File: config.mk
export PLATFORM = sky130hd
export DESIGN_NAME = umi_pkt_fifo
export DESIGN_NICKNAME = d
export VERILOG_FILES = /design/src/rtl/umi_pkt_fifo.sv
export SDC_FILE = /design/constraint.sdc
export NUM_CORES = 1
export LEC_CHECK = 0
export CAP_MARGIN = 20
export CORE_ASPECT_RATIO = 0.9
export CORE_MARGIN = 2
export CORE_UTILIZATION = 45
export DETAILED_ROUTE_END_ITERATION = 12
export PLACE_DENSITY = 0.68
export SLEW_MARGIN = 25
export SYNTH_ARGS = -nofsm -noshare
export SYNTH_HDL_FRONTEND = slang
export SYNTH_SLANG_ARGS = --single-unit
export TNS_END_PERCENT = 10
File: constraint.sdc
create_clock -name clk -period 13.5 [get_ports clk]
set_clock_uncertainty 0.05 [all_clocks]
set_input_delay 2.025 -clock clk [delete_from_list [all_inputs] [get_ports clk]]
set_output_delay 2.025 -clock clk [all_outputs]
set_load 0.005 [all_outputs]
File: src/rtl/umi_pkt_fifo.sv
// umi_pkt_fifo
//   Elastic first-word-fall-through buffer for UMI packets, placed between a
//   simulator-paced queue endpoint and a UMI port of the device under test.
//   Optional statistics (high-water mark, stall cycle counter) are compiled in
//   when the macro UMI_PKT_FIFO_STATS_EN is defined; otherwise hwm and
//   stall_cycles read as zero and stats_clear is ignored.
//
// Ports
//   clk          clock, all state updates on posedge
//   rst          asynchronous active-high reset
//   flush        synchronous discard of all stored packets (beats handshakes)
//   in_valid     upstream packet valid
//   in_packet    upstream packet, UW bits
//   in_ready     FIFO can accept a packet (registered state and flush only)
//   out_valid    head packet valid
//   out_packet   head packet, UW bits, combinational from storage
//   out_ready    downstream accepts head
//   count        current occupancy 0..DEPTH
//   hwm          max occupancy since reset/stats_clear
//   stall_cycles cycles with out_valid && !out_ready, saturating
//   stats_clear  synchronous clear of hwm and stall_cycles
module umi_pkt_fifo #(
  parameter int UW    = 256,
  parameter int DEPTH = 4,
  localparam int CW   = $clog2(DEPTH) + 1
) (
  input  logic          clk,
  input  logic          rst,
  input  logic          flush,
  input  logic          in_valid,
  input  logic [UW-1:0] in_packet,
  output logic          in_ready,
  output logic          out_valid,
  output logic [UW-1:0] out_packet,
  input  logic          out_ready,
  output logic [CW-1:0] count,
  output logic [CW-1:0] hwm,
  output logic [31:0]   stall_cycles,
  input  logic          stats_clear
);

  localparam int AW = $clog2(DEPTH);

  logic [UW-1:0] mem_q [DEPTH];
  logic [AW-1:0] wr_ptr_q, wr_ptr_d;
  logic [AW-1:0] rd_ptr_q, rd_ptr_d;
  logic [CW-1:0] count_q, count_d;
  logic          push;
  logic          pop;

  assign in_ready   = !flush && (count_q != CW'(DEPTH));
  assign out_valid  = (count_q != '0);
  assign out_packet = mem_q[rd_ptr_q];
  assign count      = count_q;

  // in_ready already folds in flush, so a flush cycle can never write storage
  assign push = in_valid && in_ready;
  assign pop  = out_valid && out_ready;

  always_comb begin
    wr_ptr_d = wr_ptr_q;
    rd_ptr_d = rd_ptr_q;
    count_d  = count_q;
    if (flush) begin
      wr_ptr_d = '0;
      rd_ptr_d = '0;
      count_d  = '0;
    end else begin
      if (push) wr_ptr_d = wr_ptr_q + AW'(1);
      if (pop)  rd_ptr_d = rd_ptr_q + AW'(1);
      case ({push, pop})
        2'b10:   count_d = count_q + CW'(1);
        2'b01:   count_d = count_q - CW'(1);
        default: count_d = count_q;
      endcase
    end
  end

  always_ff @(posedge clk or posedge rst) begin
    if (rst) begin
      wr_ptr_q <= '0;
      rd_ptr_q <= '0;
      count_q  <= '0;
    end else begin
      wr_ptr_q <= wr_ptr_d;
      rd_ptr_q <= rd_ptr_d;
      count_q  <= count_d;
    end
  end

  // Storage is deliberately not reset
  always_ff @(posedge clk) begin
    if (push) mem_q[wr_ptr_q] <= in_packet;
  end

`ifdef UMI_PKT_FIFO_STATS_EN
  logic [CW-1:0] hwm_q, hwm_d;
  logic [31:0]   stall_q, stall_d;

  always_comb begin
    hwm_d   = hwm_q;
    stall_d = stall_q;
    if (stats_clear) begin
      hwm_d   = '0;
      stall_d = '0;
    end else begin
      // tracks the occupancy that will exist after this edge
      if (count_d > hwm_q) hwm_d = count_d;
      if (out_valid && !out_ready && (stall_q != '1)) stall_d = stall_q + 32'd1;
    end
  end

  always_ff @(posedge clk or posedge rst) begin
    if (rst) begin
      hwm_q   <= '0;
      stall_q <= '0;
    end else begin
      hwm_q   <= hwm_d;
      stall_q <= stall_d;
    end
  end

  assign hwm          = hwm_q;
  assign stall_cycles = stall_q;
`else
  logic unused_stats_clear;
  assign unused_stats_clear = stats_clear;
  assign hwm                = '0;
  assign stall_cycles       = '0;
`endif

endmodule
# After elaboration in Yosys (flattened, before gate mapping)
# Memory sizes are Yosys's and may differ from the RTL's.
# Index checks and enable logic that the tools add are counted.
[op_classes]
add_sub_neg = 4
muxes = 8
eq_ne = 3
n_reduce_logical = 8
[op_table]
columns = ["operator", "count"]
rows = [
  ["$mux W2", 4],
  ["$pmux W3 S2", 1],
  ["$reduce_bool A3 Y1", 2],
  ["$add A2 B1 Y2 const B", 2],
  ["$reduce_bool A2 Y1", 2],
  ["$add A3 B1 Y3 const B", 1],
  ["$logic_and A1 B1 Y1", 3],
  ["$mux W3", 1],
  ["$ne A3 B3 Y1 const B", 1],
  ["$sub A3 B1 Y3 const B", 1],
  ["$eq A2 B1 Y1 const B", 1],
  ["$eq A2 B2 Y1 const B", 1],
  ["$mux W1", 2],
  ["$logic_not A1 Y1", 1],
]
[totals]
regBits = 7
ram_bits = 1024
inputBits = 262
out_inout_bits = 296
memories = 1
[memory_table]
columns = ["name", "depth", "word_bits", "rd", "rd_clocked_by_memory_dff", "write_ports", "line_no", "source"]
rows = [
  ["mem_q", 4, 256, 1, 0, 1, "44", "logic [UW-1:0] mem_q [DEPTH];"],
]

# Logic depth before layout (Yosys ltp)
# Gate-level depths: netlist of the first run.
[logic_depth]
ltp_word = 6
ltp_mapped = 7
depth_no_buf = 6

# Worst setup path after synthesis of the first run
# OpenSTA, ideal clock, no wires.
[synth_path]
path_kind = "input to register"
start = "in in_valid"
end = "mem mem_q[0][0], enable pin"
arrival_time_ns = 8.330
path_stages = 3
path_slack_ns = 4.470
setup_time_ns = 0.649
t_required_ns = 12.801
path_cell_list = "inv_1 a211oi_4 and2_1"
[synth_between]
elab_chain_len = 3
[synth_lines]
columns = ["item", "line_no", "source"]
rows = [
  ["start: declaration", "30", "input logic in_valid,"],
  ["$logic_and A1 B1 Y1", "57", "assign push = in_valid && in_ready;"],
  ["$mux W1", "93", "if (push) mem_q[wr_ptr_q] <= in_packet;"],
  ["$mux W1 (implied by the code)", "93", ""],
  ["end: declaration", "44", ""],
]
# Every way passes these cells.

# Worst setup path after layout of the first run
[layout_path]
start = "reg rd_ptr_q[0]"
end = "out out_packet[233]"
[layout_between]
elab_chain_len = 1
[layout_lines]
columns = ["item", "line_no", "source"]
rows = [
  ["start: declaration", "46", "logic [AW-1:0] rd_ptr_q, rd_ptr_d;"],
  ["start signal: assignment", "86", "rd_ptr_q <= rd_ptr_d;"],
  ["$mem_v2 Z4 W256", "--", ""],
  ["end: declaration", "34", "output logic [UW-1:0] out_packet,"],
]
# Every way passes these cells.

==> impl_metrics.yaml, run 1 <==
clock_network:
  cts_buffers: 104
  cts_max_level: 3
  post_cts_resize_count: 0
  clock-sinks: 1031
  path_clk_slew_ns: 0.06
  clk_latency_ns: 0.67
  cts_setup_buffers: 0
  holdBufCountCts: 0
  cts_tree: "yes"
  ctsRootBufferMaster: "clkbuf_16"
  cts_max_path_buffers: 3
floorplan:
  rows: 100
  dieArea_um2: 85800
  chipHeight_um: 278
  coreArea_um2: 82700
  die_width_um: 309
  io-pin-count: 558
  initial_core_util: 0.454
synthesis:
  ys_ff_latch: 1031
  netlist.top_cell.by_area: "edfxtp_1"
  ys_seq_area_frac: 0.823
  netlist_area_um2: 37600
  synth_warnings: 0
  synth.top_cell.area_share: 0.818
  syn_inst: 1427
  yosysUniqueCellTypes: 33
  syn_area_per_cell_um2: 26.3
  synth_area_leaders: "edfxtp_1 82%, mux4_2 15%, buf_4 0.84%, dfrtp_1 0.47%, buf_2 0.43%"
final_layout:
  post_layout_nonfiller_instances: 3227
  drive_gt1_frac: 0.206
  final_cell_mix: "1024 x edfxtp_1, 521 x clkdlybuf4s50_1, 256 x mux4_2, 107 x clkbuf_16, 35 x conb_1"
  final_common_cell: "edfxtp_1"
  areaGrowthSynthToFinish_pct: 26.1
  seq_area_um2: 30900
  multi_input_area_um2: 6210
  final_area_um2: 47400
  nets: 2283
  fillers: 5912
sta:
  max_freq_mhz: 153
  hold_viol: 0
  fin_crit_ns: 6.52
  slew_headroom: 0.258
  slew_violations: 0
  holdWs_ns: 0.556
  setup_viol: 0
  tightest_slew_ns: 1.11
  fin_crit_sh: 0.483
  fin_tns_setup_ns: 0
  rsz0062_at_grt: "no"
placed_design:
  placed_area_um2: 44000
  hpwl_um: 45500
  gp_congestion: 0.744
  dp_cells: 3031
  port_buffers: 521
setup_path:
  cp.arrival_ns: 4.44
  worst_setup_path_start_kind: "flop"
  worstPathCellList: "buf_4 -> buf_4 -> mux4_2 -> clkdlybuf4s50_1"
  crit_type: "reg -> out"
  slowest_delay_ns: 0.94
  worstPathRequired_ns: 11.43
  crit_path_max_fanout: 44
  crit_slowest_cell: "dfrtp_4"
  cp_common_cell: "buf_4"
  crit_path_end_kind: "output port"
global_route:
  grt_pass1_wl_um: 112000
  grt_use_total: 0.176
  grt_pass1_vias: 17700
  overflow: 0
  grt_max_degree: 132
  grt_antenna_before_repair: 9
drt:
  post-route-drc-count: 0
  routed_wl_um: 75500
  wire_per_inst_um: 23.4
  dr_total_vias: 16700
  avgViaCountPerCell: 5.18
  drt_iter0_drc: 1243
  first_pass_iters: 5
  postRouteAntennaNets: 0
pwr:
  power_w: 0.00818
  ir_worst_vdd_v: 0.000145
  p_leak_nw: 14.8
  p_per_area_nw_per_um2: 173
job:
  cap_violations: 0
min_path:
  hp-class: "reg -> reg"
run_status:
  status: "completed"
logic make-up after synthesis:
kind of cell / after synthesis / synth area share
buffers and inverters: 100 / 0.0154
flip-flops: 1031 / 0.823
other: 1 / 0.0000998
AO/OA/AOI/OAI: 9 / 0.00180
XOR/XNOR: 3 / 0.000899
adder cells (fa/ha/maj): 5 / 0.00186
AND/OR/NAND/NOR: 19 / 0.00263
multiplexers: 259 / 0.154
power by group:
group	total, W	leakage, nW	switching [W]	internal (W)
logic	0.00158	3.76	0.000647	0.000932
registers	0.00379	9.39	0.0000696	0.00372
clock network	0.00281	1.65	0.00116	0.00166
layer usage:
layer | vias to the layer above | track usage | wire length, um
li1 | 7287 | - | -
met1 | 8837 | 0.221 | 29300
met2 | 453 | 0.297 | 38900
met3 | 116 | 0.0552 | 5520
met4 | 12 | 0.0490 | 1720
met5 | - | 0 | 64
final cells by class:
cell class / count / share of cell area
Clock inverter: 58 / 0.0122
Sequential cell: 1031 / 0.653
Antenna cell: 4 / 0.000211
Inverter: 5 / 0.000396
Timing Repair Buffer: 544 / 0.115
Tap cell: 1122 / 0.0296
Clock buffer: 133 / 0.0590
Multi-Input combinational cell: 330 / 0.131
state kept, by name (all words and copies together), names as in the netlist:
signal and flops:
mem_q 1024, rd_ptr_q 2, wr_ptr_q 2, count 3
synth_stat cells, drive strengths merged:
cell type	instances
and2	4
a31oi	1
nor3b	1
mux2i	1
fa	1
edfxtp	1024
nand2b	2
nor2	7
o22ai	1
conb	1
a211oi	1
clkbuf	16
nor2b	1
dfrtp	7
o31ai	1
buf	79
nand2	2
inv	5
or3	1
o21a	1
o21ai	2
ha	4
mux4	256
nand3	1
xor2	3
a21oi	2
mux2	2
worst paths after layout:
| path | startpoint | endpoint | slack, ns | depth (start not counted) |
|---|---|---|---|---|
| setup / recovery | rd_ptr_q[0]$_DFFE_PP0P_ | out_packet[233] | 6.98 | 4 |
| hold / removal | wr_ptr_q[0]$_DFFE_PP0P_ | wr_ptr_q[0]$_DFFE_PP0P_ | 0.56 | 1 |
| setup reg to reg | count[0]$_DFFE_PP0P_ | mem_q[3][233]$_DFFE_PP_ | 9.43 | 5 |
| hold reg to reg | wr_ptr_q[0]$_DFFE_PP0P_ | wr_ptr_q[0]$_DFFE_PP0P_ | 0.56 | 1 |
| max in group asynchronous | rst | rd_ptr_q[1]$_DFFE_PP0P_ | 11.59 | 2 |
| min in group asynchronous | rst | rd_ptr_q[0]$_DFFE_PP0P_ | 1.56 | 2 |
critical path, delay by kind of cell, from the launching register on:
| kind | cells | cell delay [ns] |
|---|---|---|
| buffers and inverters | 3 | 2.09 |
| flip-flops | 1 | 0.94 |
| multiplexers | 1 | 0.60 |
metrics by stage:
stage	utilization	worst slack [ns]
after CTS	0.573	6.78
after detailed placement	0.532	7.29
after global placement	0.532	7.33
after global routing	0.573	6.57
final	0.573	6.98
after floorplan	-	4.47
Power figures use the tool's default switching activity.
==> run 2: changes to the inputs <==
--- a/config.mk
+++ b/config.mk
@@ -10,7 +10,7 @@
 export CORE_MARGIN = 2
 export CORE_UTILIZATION = 45
 export DETAILED_ROUTE_END_ITERATION = 12
-export PLACE_DENSITY = 0.68
+export PLACE_DENSITY = 0.71
 export SLEW_MARGIN = 25
 export SYNTH_ARGS = -nofsm -noshare
 export SYNTH_HDL_FRONTEND = slang
==> constraint.sdc (replaced) <==
create_clock -name clk -period 5.7 [get_ports clk]
set_clock_uncertainty 0.05 [all_clocks]
set_input_delay 0.855 -clock clk [delete_from_list [all_inputs] [get_ports clk]]
set_output_delay 0.855 -clock clk [all_outputs]
set_load 0.005 [all_outputs]
==> run 2 against run 1 <==
  * Worst setup slack got worse by 5.5 ns
  * Worst hold slack got worse by 0.14 ns
  * Final cell count increased by 0.81%
  * Largest cell class unchanged
==> impl_metrics.yaml, run 2 (same netlist as run 1, synthesis figures left out) <==
run_status:
  status: "completed"
placed_design:
  gp_congestion: 0.793
  hpwl_um: 49700
  port_buffers: 521
  placed_area_um2: 44500
setup_path:
  cp_num_buf_inv: 2
  crit_path_max_fanout: 50
  cp.arrival_ns: 3.30
  crit_type: "reg -> out"
  crit_slowest_cell: "dfrtp_4"
  crit_path_end_kind: "output port"
  path_delay_family: "flip-flops"
  worstPathCellList: "buf_12 -> mux4_2 -> clkdlybuf4s50_1"
  worstPathRequired_ns: 4.80
  slowest_delay_ns: 1.02
  worst_setup_path_start_kind: "flop"
floorplan:
  dieArea_um2: 85800
  chipHeight_um: 278
  die_width_um: 309
  coreArea_um2: 82700
  rows: 100
  io-pin-count: 558
  initial_core_util: 0.454
sta:
  rsz0062_at_grt: "no"
  fin_crit_sh: 0.737
  fin_crit_ns: 4.20
  hold_viol: 0
  setup_viol: 0
  max_freq_mhz: 238
  tightest_slew_ns: 1.02
  fin_tns_setup_ns: 0
  slew_headroom: 0.320
  slew_violations: 0
global_route:
  grtUsageMet2: 0.301
  overflow: 0
  grt_pass1_wl_um: 115000
  grt_antenna_before_repair: 19
  grt_max_degree: 68
  grt_pass1_vias: 18100
  grt.met1_usage: 0.228
  grt_use_total: 0.181
  grtUsageMet3: 0.0526
  busiest_layer: "met2"
final_layout:
  largest_reg_flops: 1024
  nets: 2311
  final_common_cell: "edfxtp_1"
  drive_gt1_frac: 0.211
  areaGrowthSynthToFinish_pct: 26.5
  fillers: 5872
  final_cell_mix: "1024 x edfxtp_1, 521 x clkdlybuf4s50_1, 256 x mux4_2, 102 x clkbuf_16"
  largest-register: "mem_q"
  post-route-util: 0.575
  final_area_um2: 47500
clock_network:
  cts_buffers: 100
  holdBufCountCts: 0
  cts_max_level: 3
  ctsRootBufferMaster: "clkbuf_16"
  path_clk_slew_ns: 0.06
  clk_latency_ns: 0.64
  clock-sinks: 1031
  cts_setup_buffers: 0
  cts_tree: "yes"
  cts_max_path_buffers: 3
  post_cts_resize_count: 0
min_path:
  hp-class: "in -> async"
drt:
  postRouteAntennaNets: 0
  wire_per_inst_um: 23.9
  routed_wl_um: 77800
  first_pass_iters: 5
  avgViaCountPerCell: 5.22
  drt_iter0_drc: 1238
  post-route-drc-count: 0
  dr_total_vias: 17000
pwr:
  p_per_area_nw_per_um2: 400
  ir_worst_vdd_v: 0.000305
  p_leak_nw: 14.9
job:
  cap_violations: 0
run 2: changes by cell type in the layout (fill, tap and decap cells not counted), sizes merged:
cell	previous run	this run
buf	23	55
bufinv	10	6
clkbuf	133	129
clkinv	39	38
clkinvlp	3	1
diode	4	11
inv	11	9
run 2: worst register-to-register path: stages, from the launching register on:
cell      delay [ns]
dfrtp_1         0.48
nor2_2          0.12
a211oi_4        0.51
and2_4          0.91
buf_4           0.54
run 2: cell type report:
type                       instances  area (um^2)  area share
multi-input combinational        330         6210       0.131
inverter                           5         18.8    0.000395
clock inverter                    49          409     0.00861
antenna                           11         27.5    0.000579
clock buffer                     129         2650      0.0558
sequential                      1031        30900       0.651
tap                             1122         1400      0.0295
timing repair buffer             576         5890       0.124
run 2: worst paths after layout:
check / startpoint / end / slack, ns / cells past startpoint
max: rd_ptr_q[0]$_DFFE_PP0P_ / out_packet[166] / 1.50 / 3
min: rst / count[2]$_DFFE_PP0P_ / 0.41 / 2
max reg2reg: count[0]$_DFFE_PP0P_ / mem_q[0][30]$_DFFE_PP_ / 2.72 / 4
min reg2reg: wr_ptr_q[0]$_DFFE_PP0P_ / wr_ptr_q[0]$_DFFE_PP0P_ / 0.55 / 1
max in group asynchronous: rst / rd_ptr_q[1]$_DFFE_PP0P_ / 4.94 / 2
min in group clk: wr_ptr_q[0]$_DFFE_PP0P_ / wr_ptr_q[0]$_DFFE_PP0P_ / 0.55 / 1
run 2: report_power, final:
| part | total (W) | internal, W | switching, W |
|---|---|---|---|
| logic | 0.00385 | 0.00229 | 0.00156 |
| clock network | 0.00617 | 0.00354 | 0.00263 |
| registers | 0.00898 | 0.00880 | 0.000185 |
run 2: through the flow:
| step | setup WS (ns) | hold WS, ns | cells | total power (W) |
|---|---|---|---|---|
| after detailed placement | 1.76 | 0.538 | 3064 | 0.0131 |
| after CTS | 1.37 | 0.356 | 3242 | 0.0193 |
| after floorplan | -2.16 | 0.505 | 1461 | 0.0110 |
| after global routing | 1.28 | 0.421 | 3251 | 0.0197 |
| final | 1.50 | 0.413 | 3253 | 0.0190 |
| after global placement | 1.76 | 0.518 | 3063 | 0.0130 |
run 2: routing by layer:
metal / vias to the layer above / share of wire
met3: 135 / 0.077
met4: 20 / 0.024
li1: 7361 / -
met2: 538 / 0.51
met1: 8939 / 0.39
met5: - / 0.0015
